[src/rtl/addsub_pkg.sv]
// Shared constants for the add/sub arbiter.
// FSM state encoding and op-code values.
package addsub_pkg;

  localparam logic [1:0] IDLE = 2'd0;
  localparam logic [1:0] CALC = 2'd1;
  localparam logic [1:0] HOLD = 2'd2;

  localparam logic ADD = 1'b0;
  localparam logic SUB = 1'b1;

endpackage

[src/rtl/add_subbs_verilog.sv]
// N-bit ripple-carry adder with carry-in.
// Subtraction is done by the caller (inverted B, Cin=1).
module add_subbs_verilog #(
  parameter int N = 8
) (
  input  logic [N-1:0] A,
  input  logic [N-1:0] B,
  input  logic         Cin,
  output logic [N-1:0] S,
  output logic         Cout
);

  logic [N:0] c;

  assign c[0] = Cin;

  genvar i;
  generate
    for (i = 0; i < N; i++) begin : g_bit
      assign S[i]   = A[i] ^ B[i] ^ c[i];
      assign c[i+1] = (A[i] & B[i]) |
                      (c[i] & (A[i] ^ B[i]));
    end
  endgenerate

  assign Cout = c[N];

endmodule

[src/rtl/addsub_arbiter.sv]
// Two-requester round-robin front end for one shared add/sub unit.
// IDLE accepts, CALC lets the adder settle, HOLD presents the result.
module addsub_arbiter
  import addsub_pkg::*;
#(
  parameter int N = 8
) (
  input  logic         clk,
  input  logic         rst,
  input  logic         req0_valid,
  output logic         req0_ready,
  input  logic [N-1:0] req0_a,
  input  logic [N-1:0] req0_b,
  input  logic         req0_sub,
  input  logic         req1_valid,
  output logic         req1_ready,
  input  logic [N-1:0] req1_a,
  input  logic [N-1:0] req1_b,
  input  logic         req1_sub,
  output logic         res_valid,
  input  logic         res_ready,
  output logic         res_id,
  output logic [N-1:0] res_s,
  output logic         res_cout,
  output logic         res_ovf
);

  logic [1:0]   state_q;
  logic [N-1:0] a_q;
  logic [N-1:0] b_q;
  logic         sub_q;
  logic         id_q;
  logic         last_q;
  logic         g0;
  logic         g1;
  logic [N-1:0] b_eff;
  logic [N-1:0] sum;
  logic         cin;
  logic         cout;
  logic         c_msb;

  // last_q=1 means requester 1 won last, so requester 0 wins a tie
  always_comb begin
    g0 = 1'b0;
    g1 = 1'b0;
    if (state_q == IDLE) begin
      priority case (1'b1)
        req0_valid && req1_valid: begin
          g0 = last_q;
          g1 = ~last_q;
        end
        req0_valid: g0 = 1'b1;
        req1_valid: g1 = 1'b1;
        default: ;
      endcase
    end
  end

  assign req0_ready = g0;
  assign req1_ready = g1;

  assign cin   = (sub_q == SUB);
  assign b_eff = cin ? ~b_q : b_q;

  add_subbs_verilog #(.N(N)) u_add (
    .A   (a_q),
    .B   (b_eff),
    .Cin (cin),
    .S   (sum),
    .Cout(cout)
  );

  // carry into the MSB recovered from the MSB sum bit
  assign c_msb = a_q[N-1] ^ b_eff[N-1] ^ sum[N-1];

  always_ff @(posedge clk) begin
    if (rst) begin
      state_q   <= IDLE;
      a_q       <= '0;
      b_q       <= '0;
      sub_q     <= ADD;
      id_q      <= 1'b0;
      last_q    <= 1'b1;
      res_valid <= 1'b0;
      res_id    <= 1'b0;
      res_s     <= '0;
      res_cout  <= 1'b0;
      res_ovf   <= 1'b0;
    end else begin
      unique case (state_q)
        IDLE: begin
          if (g0 || g1) begin
            a_q     <= g1 ? req1_a : req0_a;
            b_q     <= g1 ? req1_b : req0_b;
            sub_q   <= g1 ? req1_sub : req0_sub;
            id_q    <= g1;
            last_q  <= g1;
            state_q <= CALC;
          end
        end
        CALC: begin
          res_s     <= sum;
          res_cout  <= cout;
          res_ovf   <= c_msb ^ cout;
          res_id    <= id_q;
          res_valid <= 1'b1;
          state_q   <= HOLD;
        end
        HOLD: begin
          if (res_ready) begin
            res_valid <= 1'b0;
            state_q   <= IDLE;
          end
        end
        default: state_q <= IDLE;
      endcase
    end
  end

endmodule

[config.mk]
export PLATFORM = sky130hd
export DESIGN_NAME = addsub_arbiter
export DESIGN_NICKNAME = d
export VERILOG_FILES = /design/src/rtl/addsub_pkg.sv /design/src/rtl/add_subbs_verilog.sv /design/src/rtl/addsub_arbiter.sv
export SDC_FILE = /design/constraint.sdc
export NUM_CORES = 1
export LEC_CHECK = 0
export ABC_AREA = 1
export BUFFER_PORTS_ARGS = -buffer_cell sky130_fd_sc_hd__buf_2
export CAP_MARGIN = 20
export CORE_ASPECT_RATIO = 0.9
export CORE_MARGIN = 3
export CORE_UTILIZATION = 52
export CTS_BUF_LIST = sky130_fd_sc_hd__clkbuf_16
export CTS_CLUSTER_SIZE = 40
export DETAILED_ROUTE_END_ITERATION = 10
export PLACE_DENSITY = 0.8
export SYNTH_ARGS = -nofsm -noshare
export SYNTH_HDL_FRONTEND = slang
export SYNTH_SLANG_ARGS = --single-unit
[constraint.sdc]
create_clock -name clk -period 9.6 [get_ports clk]
set_input_delay 0.96 -clock clk [delete_from_list [all_inputs] [get_ports clk]]
set_output_delay 0.96 -clock clk [all_outputs]
set_load 0.05 [all_outputs]
Word level (Yosys, flattened, before mapping)
Index checks and enable logic that the tools add are counted.

word-level totals
  register bits after elaboration = 33
  output and inout bits = 14
  logic and storage cells = 82
  bits of input ports = 39

cells by class
  eq/ne operators = 4
  reduce and logical (&&, ||, !) cells = 7
  multiplexer cells = 16
  bitwise gates (word level) = 44

operators with widths
  cell                                                   count
  2-to-1 mux 8 bit                                       3
  XOR 1 bit                                              18
  AND 1 bit                                              16
  2-to-1 mux 1 bit                                       9
  NOT 8 bit                                              1
  OR 1 bit                                               8
  case mux 2 bit (3 select lines)                        1
  AND reduction 2 bit                                    3
  2-to-1 mux 2 bit                                       2
  equality test 2 x 1 -> 1 bit, second input constant    1
  equality test 2 bit, second input constant             1
  logical NOT 2 bit                                      1
  inequality test 2 x 1 -> 1 bit, second input constant  1
  inequality test 2 bit, second input constant           1
  case mux 1 bit (2 select lines)                        1
  nonzero test 2 bit                                     1
  logical AND 1 bit                                      1
  logical OR 1 bit                                       1
  NOT 1 bit                                              1

Logic depth before layout (Yosys ltp)
Gate-level depths: netlist of run 1.

  depth after elaboration = 20
  gate-level depth with buffers = 14
  gate-level depth less buffers = 14

Hierarchy
A second synthesis of run 1 with hierarchy kept.

unflattened totals
  cell total of the unflattened synthesis = 205
  area, all modules = 1,766.7 sq um

by module, submodules not included
  module             cells an instance  area an instance (sq um)  times used
  addsub_arbiter     187                1,569.0                   1
  add_subbs_verilog  18                 197.7                     1

Worst setup path before layout of run 1
No wires, ideal clock.

  path kind = input port to output port
  from = in req1_valid
  to = out req0_ready
  slack = 6,203 ps
  stages = 5
  required time = 8,640 ps
  data arrival time = 2,437 ps
  path through = buf_2 -> buf_2 -> inv_1 -> o21ai_0 -> nor3_1

between the ends
  word-level cells in the longest chain between the ends = 3

ends and longest elaborated chain
  what                line                  source
  start: declaration  addsub_arbiter.sv:15  input logic req1_valid,
  logical AND 1 bit   addsub_arbiter.sv:48  req0_valid && req1_valid: begin
  2-to-1 mux 1 bit    addsub_arbiter.sv:47  priority case (1'b1)
  2-to-1 mux 1 bit    addsub_arbiter.sv:46  if (state_q == IDLE) begin
  end: declaration    addsub_arbiter.sv:11  output logic req0_ready,

No other way between the ends.

Worst setup path in the final report of run 1
  from = reg sub_q, in the netlist cin
  to = reg res_ovf

between the ends
  word-level cells in the longest chain between the ends = 19
  elaborated cells between the ends (all ways) = 36

ends and longest elaborated chain
  what                                    line                                              source
  start: declaration                      addsub_arbiter.sv:31                              logic sub_q;
  start signal: assignment                addsub_arbiter.sv:95                              sub_q <= g1 ? req1_sub : req0_sub;
  2-to-1 mux 8 bit                        addsub_arbiter.sv:63                              assign b_eff = cin ? ~b_q : b_q;
  XOR 1 bit                               add_subbs_verilog.sv:22                           (c[i] & (A[i] ^ B[i]));
  AND 1 bit                               add_subbs_verilog.sv:22
  OR 1 bit                                add_subbs_verilog.sv:21                           assign c[i+1] = (A[i] & B[i]) |
  AND 1 bit                               add_subbs_verilog.sv:22
  OR 1 bit                                add_subbs_verilog.sv:21
  AND 1 bit                               add_subbs_verilog.sv:22
  OR 1 bit                                add_subbs_verilog.sv:21
  (+3 left out)                           --
  OR 1 bit                                add_subbs_verilog.sv:21
  AND 1 bit                               add_subbs_verilog.sv:22
  OR 1 bit                                add_subbs_verilog.sv:21
  AND 1 bit                               add_subbs_verilog.sv:22
  OR 1 bit                                add_subbs_verilog.sv:21
  XOR 1 bit or AND 1 bit (tied branches)  add_subbs_verilog.sv:20, add_subbs_verilog.sv:22
  XOR 1 bit or OR 1 bit (tied branches)   addsub_arbiter.sv:74, add_subbs_verilog.sv:21
  XOR 1 bit *                             addsub_arbiter.sv:104                             res_ovf <= c_msb ^ cout;
  end signal: assignment                  addsub_arbiter.sv:104
  end: declaration                        addsub_arbiter.sv:25                              output logic res_ovf

Mark *: on every way between the ends. The rest lies on a longest branch, timed or not.
A chain may end at the register's enable or synchronous reset.

==> run_results.csv, run 1 <==
group,metric,value,unit
place,routabilityCongestion,0.800,
worst_setup_path,worstSetupPathType,"reg -> reg",
clock_network,cts_setup_buffers,0,
run,max-cap-violations,0,
timing,rsz0062_at_grt,"no",
worst_setup_path,path_common_cell,"fa_1",
finish,syn2layout_area_growth,19.9,%
detailed_routing,drcViolationCount,0,
clock_network,clock-sinks,33,
floorplan,initial_core_util,57.1,%
clock_network,cts.clk_slew.worst_paths,0.05,ns
floorplan,design.die.area,0.00427,mm2
timing,fmax,0.279,GHz
finish,multi_input_area,915,um2
clock_network,holdBufCountCts,0,
clock_network,clock_latency,0.27,ns
timing,max_slew_margin,44.6,%
clock_network,cts_tree,"built",
detailed_routing,initialDrtViolationCount,110,
min_path,hp-class,"reg -> reg",
floorplan,boundaryPins,53,
worst_setup_path,worst-path-buf-inv,2,
timing,period_needed,3.58,ns
floorplan,die_h,62.3,um
worst_setup_path,cp.arrival,3.79,ns
finish,final_nets,326,
timing,hold_violations,0,
detailed_routing,vias,1621,
grt,grt_pass1_wl,6.87,mm
outcome,status,"complete, no violations",
worst_setup_path,r2r_end,"res_ovf",
clock_network,root_buffer,"clkbuf_16",
worst_setup_path,cp_slowest_stage_delay,0.56,ns
min_path,whs_path_depth,2,
place,hpwl,2.98,mm
timing,finalCritPeriodShare,37.3,%
pwr,leakagePower,1.10,nW
worst_setup_path,cpLargestDelayFamily,"adder cells",
worst_setup_path,worst-path-stages,12,
worst_setup_path,worstRegToRegCells,12,
grt,overflow,0,
synthesis,syn_area_per_cell,7.79,um2
finish,num-fill-cells,293,
detailed_routing,wl_per_cell,12.5,um
worst_setup_path,cp_max_fo,9,
detailed_routing,ant_nets,0,
grt,grt_pass1_vias,1582,
grt,grt_max_degree,23,
timing,tns,0,ns
detailed_routing,wl,4.05,mm
finish,layout.cells.most_common_list,"buf_2, inv_1, nand2_1",
finish,ff_latch_area,661,um2
worst_setup_path,cpMaxStageDelayCell,"dfxtp_1",
place,io_buffers,52,
synthesis,seq_area_frac_synth,36.1,%
finish,drive_above_1_share,28.8,%
clock_network,clockBufferDepth,2,
timing,worst_pin_slew,0.827,ns
worst_setup_path,regToRegStartpoint,"cin",
pwr,power.density,204,mW/mm2
worst_setup_path,startpoint_type,"flop",
worst_setup_path,critPathCaptureType,"flop",
clock_network,cts_resized,0,
finish,mostFrequentLayoutCell,"buf_2",
clock_network,cts_inserted_buffers,5,
detailed_routing,routed_via_density,5.02,
timing,setup_violations,0,
synthesis,synth_nets,281,
floorplan,coreArea,0.00321,mm2
worst_setup_path,worstPathRequired,9.81,ns
detailed_routing,drt_pass1_iterations,4,
synthesis,synth.cell_area,0.00183,mm2
floorplan,die_w,68.6,um
clock_network,htree_num_levels,2,
synthesis,yosys_warnings,0,
grt,antenna_found_initial,0,
worst_setup_path,regToRegSetupSlack,6.02,ns
worst_setup_path,crit_chain,"xnor2_1 -> fa_1 -> fa_1 -> fa_1 -> fa_1 -> inv_1 -> fa_1 -> fa_1 -> inv_1 -> fa_1 -> xor2_1 -> a21oi_1",
timing,hold_ws,0.495,ns
pwr,ir_drop,0.000108,V
synthesis,syn_inst,235,
finish,antenna_cells,0,
timing,skew,0.00257,ns
floorplan,row_count,19,
min_path,min_from,"res_valid",
pwr,total_power,449,uW
synthesis,ys_types,25,
timing,final-max-slew-violation-count,0,
grt,gr-usage-all-layers,20.9,%
worst_setup_path,startpoint,"cin",
synthesis,ys_seq_elements,33,
min_path,holdPathEnd,"res_valid",
==> layout make-up <==
type                    count  share of cell area, %
flip-flops and latches     33                   30.1
multi-input cells         145                   41.7
repair buffers             53                   12.2
clock inverters             3                  0.570
inverters                  42                   7.41
well taps                  42                   2.39
clock buffers               5                   5.70
==> routing by layer <==
metal	part of all wire, %	GRT usage (%)	vias to the layer above
met5	0	0	-
met4	1.4	6.70	0
met3	6.5	4.86	7
met2	46	32.5	47
met1	46	28.0	723
li1	-	-	844
==> cells by family (layout without fill, tap and decap cells) <==
group           count (synthesis)  after routing  share of synthesized area (%)
simple gates                   88             88                           22.8
compound gates                 42             42                           15.6
fa+ha+maj                       7              7                           7.65
xor+xnor                        8              8                           3.83
buf+inv                        57            103                           14.0
flops                          33             33                           36.1
==> flip-flops by register name, summed over array words and instances (netlist names) <==
signal	count
res_valid	1
a_q	8
res_s	8
res_ovf	1
state_q	2
last_q	1
res_cout	1
res_id	1
b_q	8
cin	1
id_q	1
==> how the worst max path moves through the flow <==
stage / endpoint / slack (ns)
2_1_floorplan: req0_ready / 6.20
3_3_place_gp: res_ovf / 6.07
3_5_place_dp: res_ovf / 5.98
4_1_cts: res_ovf / 5.97
5_1_grt: res_ovf / 5.75
6_report: res_ovf / 6.02
==> cell usage after synthesis, drive strengths merged <==
master | count | area share [%]
buf | 14 | 4.9
nand3b | 1 | 0.41
xnor2 | 5 | 2.4
fa | 7 | 7.7
nand2 | 39 | 8.1
a31oi | 1 | 0.34
inv | 41 | 8.4
nor2 | 10 | 2.5
clkbuf | 1 | 0.20
clkinv | 1 | 0.48
nor3 | 1 | 0.27
a21oi | 27 | 11
xor2 | 3 | 1.4
dfxtp | 33 | 36
o21ai | 14 | 4.4
nand4 | 17 | 5.8
nand3 | 20 | 5.7
==> worst min-delay path: cells and delay by family (launching register included) <==
| family | cells | cell delay (ns) |
|---|---|---|
| DFF | 1 | 0.32 |
| AOI/OAI and AO/OA | 1 | 0.07 |
| and+or+nand+nor | 1 | 0.07 |
==> through the flow <==
step	area, um2	utilization (%)	cells	worst slack, ns
finish	2200	68.4	323	6.02
global route	2200	68.4	323	5.75
global placement	2050	63.9	314	6.07
floorplan	1830	-	235	6.20
detailed placement	2050	63.9	314	5.98
CTS	2190	68.2	322	5.97
==> report_power, final <==
| group | switching [mW] | total (mW) | internal (mW) |
|---|---|---|---|
| registers | 0.0110 | 0.165 | 0.154 |
| logic | 0.0896 | 0.136 | 0.0462 |
| clock network | 0.0542 | 0.148 | 0.0935 |
Power figures use the tool's default switching activity.
==> inputs of run 2 (changes only) <==
Settings changed: ABC_AREA 1 to 0, CORE_UTILIZATION 52 to 46, PLACE_DENSITY 0.8 to 0.75.
Clock period 9.6 ns to 3.25 ns, I/O delays scaled along.
==> run 2 against run 1 <==
  * Count of clock-buffer cells in the layout unchanged
  * Global-route usage down 3.5 points
  * Synthesized cell count down 19%
  * Routed wire length down 8.1%
  * Die area up 9.0%
  * Core utilization down 8.0 points
  * Power rose to 2.9 times the previous value
  * Combinational power rose to 2.9 times the previous value
  * Worst hold slack worse by 0.15 ns
  * Setup slack worse by 6.0 ns
  * Via count down 7.2%
  * Flip-flop and latch count unchanged
  * Critical endpoint unchanged
==> run_results.csv, run 2 <==
group,metric,value,unit
clock_network,root_buffer,"clkbuf_16",
floorplan,design.die.area,0.00466,mm2
detailed_routing,drcViolationCount,0,
timing,period_needed,3.25,ns
detailed_routing,ant_nets,0,
detailed_routing,wl_per_cell,13.4,um
min_path,hp-class,"in -> reg",
outcome,status,"complete, no violations",
run,max-cap-violations,0,
floorplan,die_h,65.0,um
floorplan,row_count,20,
worst_setup_path,startpoint_type,"flop",
worst_setup_path,worstSetupPathType,"reg -> reg",
worst_setup_path,path_common_cell,"fa_2",
place,place_inst,270,
pwr,total_power,1.30,mW
synthesis,yosys.area.top_type,"dfxtp_1",
grt,grt_pass1_vias,1447,
synthesis,synth.area.top_cells,"dfxtp_1, a311oi_1, fa_1",
grt,grt_pass1_wl,6.35,mm
pwr,combPwrFrac,30.3,%
place,routabilityCongestion,0.778,
synthesis,ys_seq_elements,33,
finish,mostFrequentLayoutCell,"buf_2",
synthesis,yosys_warnings,0,
synthesis,synth_nets,237,
finish,syn2layout_area_growth,20.6,%
synthesis,synth.most_common_cell,"dfxtp_1",
finish,reg.largest.list,"a_q: 8 flops, b_q: 8 flops, res_s: 8 flops",
pwr,ir_drop,0.000246,V
synthesis,seq_area_frac_synth,37.1,%
pwr,p_switching,419,uW
place,hpwl,2.77,mm
pwr,leakagePower,0.863,nW
timing,hold_violations,0,
worst_setup_path,cp_max_fo,3,
detailed_routing,wl,3.72,mm
worst_setup_path,worstPathRequired,3.38,ns
detailed_routing,vias,1505,
clock_network,clock-sinks,33,
finish,drive_above_1_share,31.8,%
grt,gr-usage-all-layers,17.3,%
timing,max_slew_margin,35.7,%
timing,setup_violations,0,
place,io_buffers,52,
timing,rsz0062_at_grt,"yes",
synthesis,synth_edf_count,0,
pwr,sequentialPowerShare,37.7,%
timing,fmax,0.308,GHz
worst_setup_path,cp_slowest_stage_delay,0.37,ns
worst_setup_path,crit_chain,"xnor2_1 -> fa_2 -> fa_2 -> fa_2 -> fa_2 -> inv_2 -> fa_2 -> fa_2 -> inv_1 -> fa_2 -> xnor2_1 -> mux2i_1 -> nor2_1",
synthesis,synth.cell_area,0.00178,mm2
finish,final_nets,280,
clock_network,cts.clk_slew.worst_paths,0.05,ns
synthesis,synthArstFlopShare,0,%
floorplan,coreArea,0.00355,mm2
floorplan,boundaryPins,53,
pwr,power.density,607,mW/mm2
worst_setup_path,cpMaxStageDelayCell,"fa_2",
synthesis,syn_area_per_cell,9.33,um2
timing,finalCritPeriodShare,100,%
pwr,p_sw_share,32.1,%
detailed_routing,routed_via_density,5.43,
timing,skew,0.00341,ns
clock_network,cts_tree,"built",
finish,instances_no_fill,277,
pwr,p_int,886,uW
clock_network,clockBufferDepth,2,
grt,overflow,0,
synthesis,ys_top_cells_by_count,"dfxtp_1, a21oi_1",
timing,worst_pin_slew,0.964,ns
grt,antenna_found_initial,0,
timing,final-max-slew-violation-count,0,
worst_setup_path,critPathCaptureType,"flop",
floorplan,die_w,71.6,um
finish,antenna_cells,0,
synthesis,ys_types,27,
synthesis,yosys.area.top_type_share,37.1,%
finish,layout.cells.most_common_list,"buf_2, dfxtp_1, a21oi_1",
pwr,pwr-share-clk,31.9,%
clock_network,clock_latency,0.27,ns
finish,post-route-util,60.5,%
worst_setup_path,cpLargestDelayFamily,"adder cells",
worst_setup_path,cp.arrival,3.38,ns
detailed_routing,initialDrtViolationCount,51,
worst_setup_path,worst-path-buf-inv,2,
detailed_routing,drt_pass1_iterations,4,
synthesis,synth_ff_type,"dfxtp_1",
synthesis,syn_inst,191,
floorplan,initial_core_util,50.1,%
finish,num-fill-cells,334,
clock_network,cts_inserted_buffers,5,
grt,grt_max_degree,37,
clock_network,htree_num_levels,2,
==> run 2: cells by family after synthesis <==
family          Yosys count  synth area share [%]
compound gates           64                  23.1
xor+xnor                  9                  4.42
fa+ha+maj                 7                  7.86
buf+inv                  30                  9.41
flops                    33                  37.1
mux                       5                  2.81
simple gates             43                  15.3
==> run 2: cell type report <==
cell class | instances | area [um2] | share of cell area, %
Clock inverter | 1 | 5.00 | 0.233
Clock buffer | 5 | 125 | 5.82
Timing Repair Buffer | 57 | 298 | 13.9
Multi-Input combinational cell | 128 | 971 | 45.2
Tap cell | 44 | 55.1 | 2.56
Inverter | 9 | 33.8 | 1.57
Sequential cell | 33 | 661 | 30.8
==> run 2: layer usage <==
metal / GRT usage, % / vias up / part of all wire [%]
met3: 4.19 / 5 / 5.3
met2: 27.8 / 33 / 45
met5: 0 / - / 0
li1: - / 770 / -
met1: 22.3 / 697 / 48
met4: 7.04 / 0 / 1.3
==> run 2: tightest hold or removal path, delay by kind of cell <==
family	cells	cell delay, ns
compound gates	2	0.14
buf+inv	1	0.09
==> run 2: path summary, 6_finish.rpt <==
check,startpoint,to,slack [ns],depth (start not counted)
hold / removal,req0_a[2],a_q[2],0.34,3
hold reg to reg,res_id,res_id,0.48,2
setup reg to reg,cin,res_ovf,0.0005,13
setup / recovery,cin,res_ovf,0.0005,13
==> run 2: repair_timing <==
item / 4_1_cts / 5_1_grt
setup endpoints to repair: 1 / 1
resized for setup: 3 / 0
setup buffers: 1 / 0
cloned: 0 / 0
pin swaps: 2 / 0
hold buffers: 0 / 0
==> run 2: through the flow <==
step / setup TNS [ns] / instance area, um2 / worst slack [ns] / hold WS (ns)
2_1_floorplan: 0 / 1800 / 0.0390 / 0.456
3_3_place_gp: 0 / 2010 / 0.0784 / 0.468
3_5_place_dp: -0.0118 / 2010 / -0.0118 / 0.483
4_1_cts: -0.00898 / 2150 / -0.00898 / 0.345
5_1_grt: -0.0929 / 2150 / -0.0929 / 0.362
6_report: 0 / 2150 / 0.000454 / 0.344
==> run 2: power groups by stage <==
stage / Clock, mW / Sequential, mW / Combinational, mW
floorplan: 0 / 0.549 / 0.261
global placement: 0 / 0.498 / 0.379
detailed placement: 0 / 0.500 / 0.393
CTS: 0.424 / 0.492 / 0.401
global route: 0.444 / 0.499 / 0.441
finish: 0.417 / 0.492 / 0.396
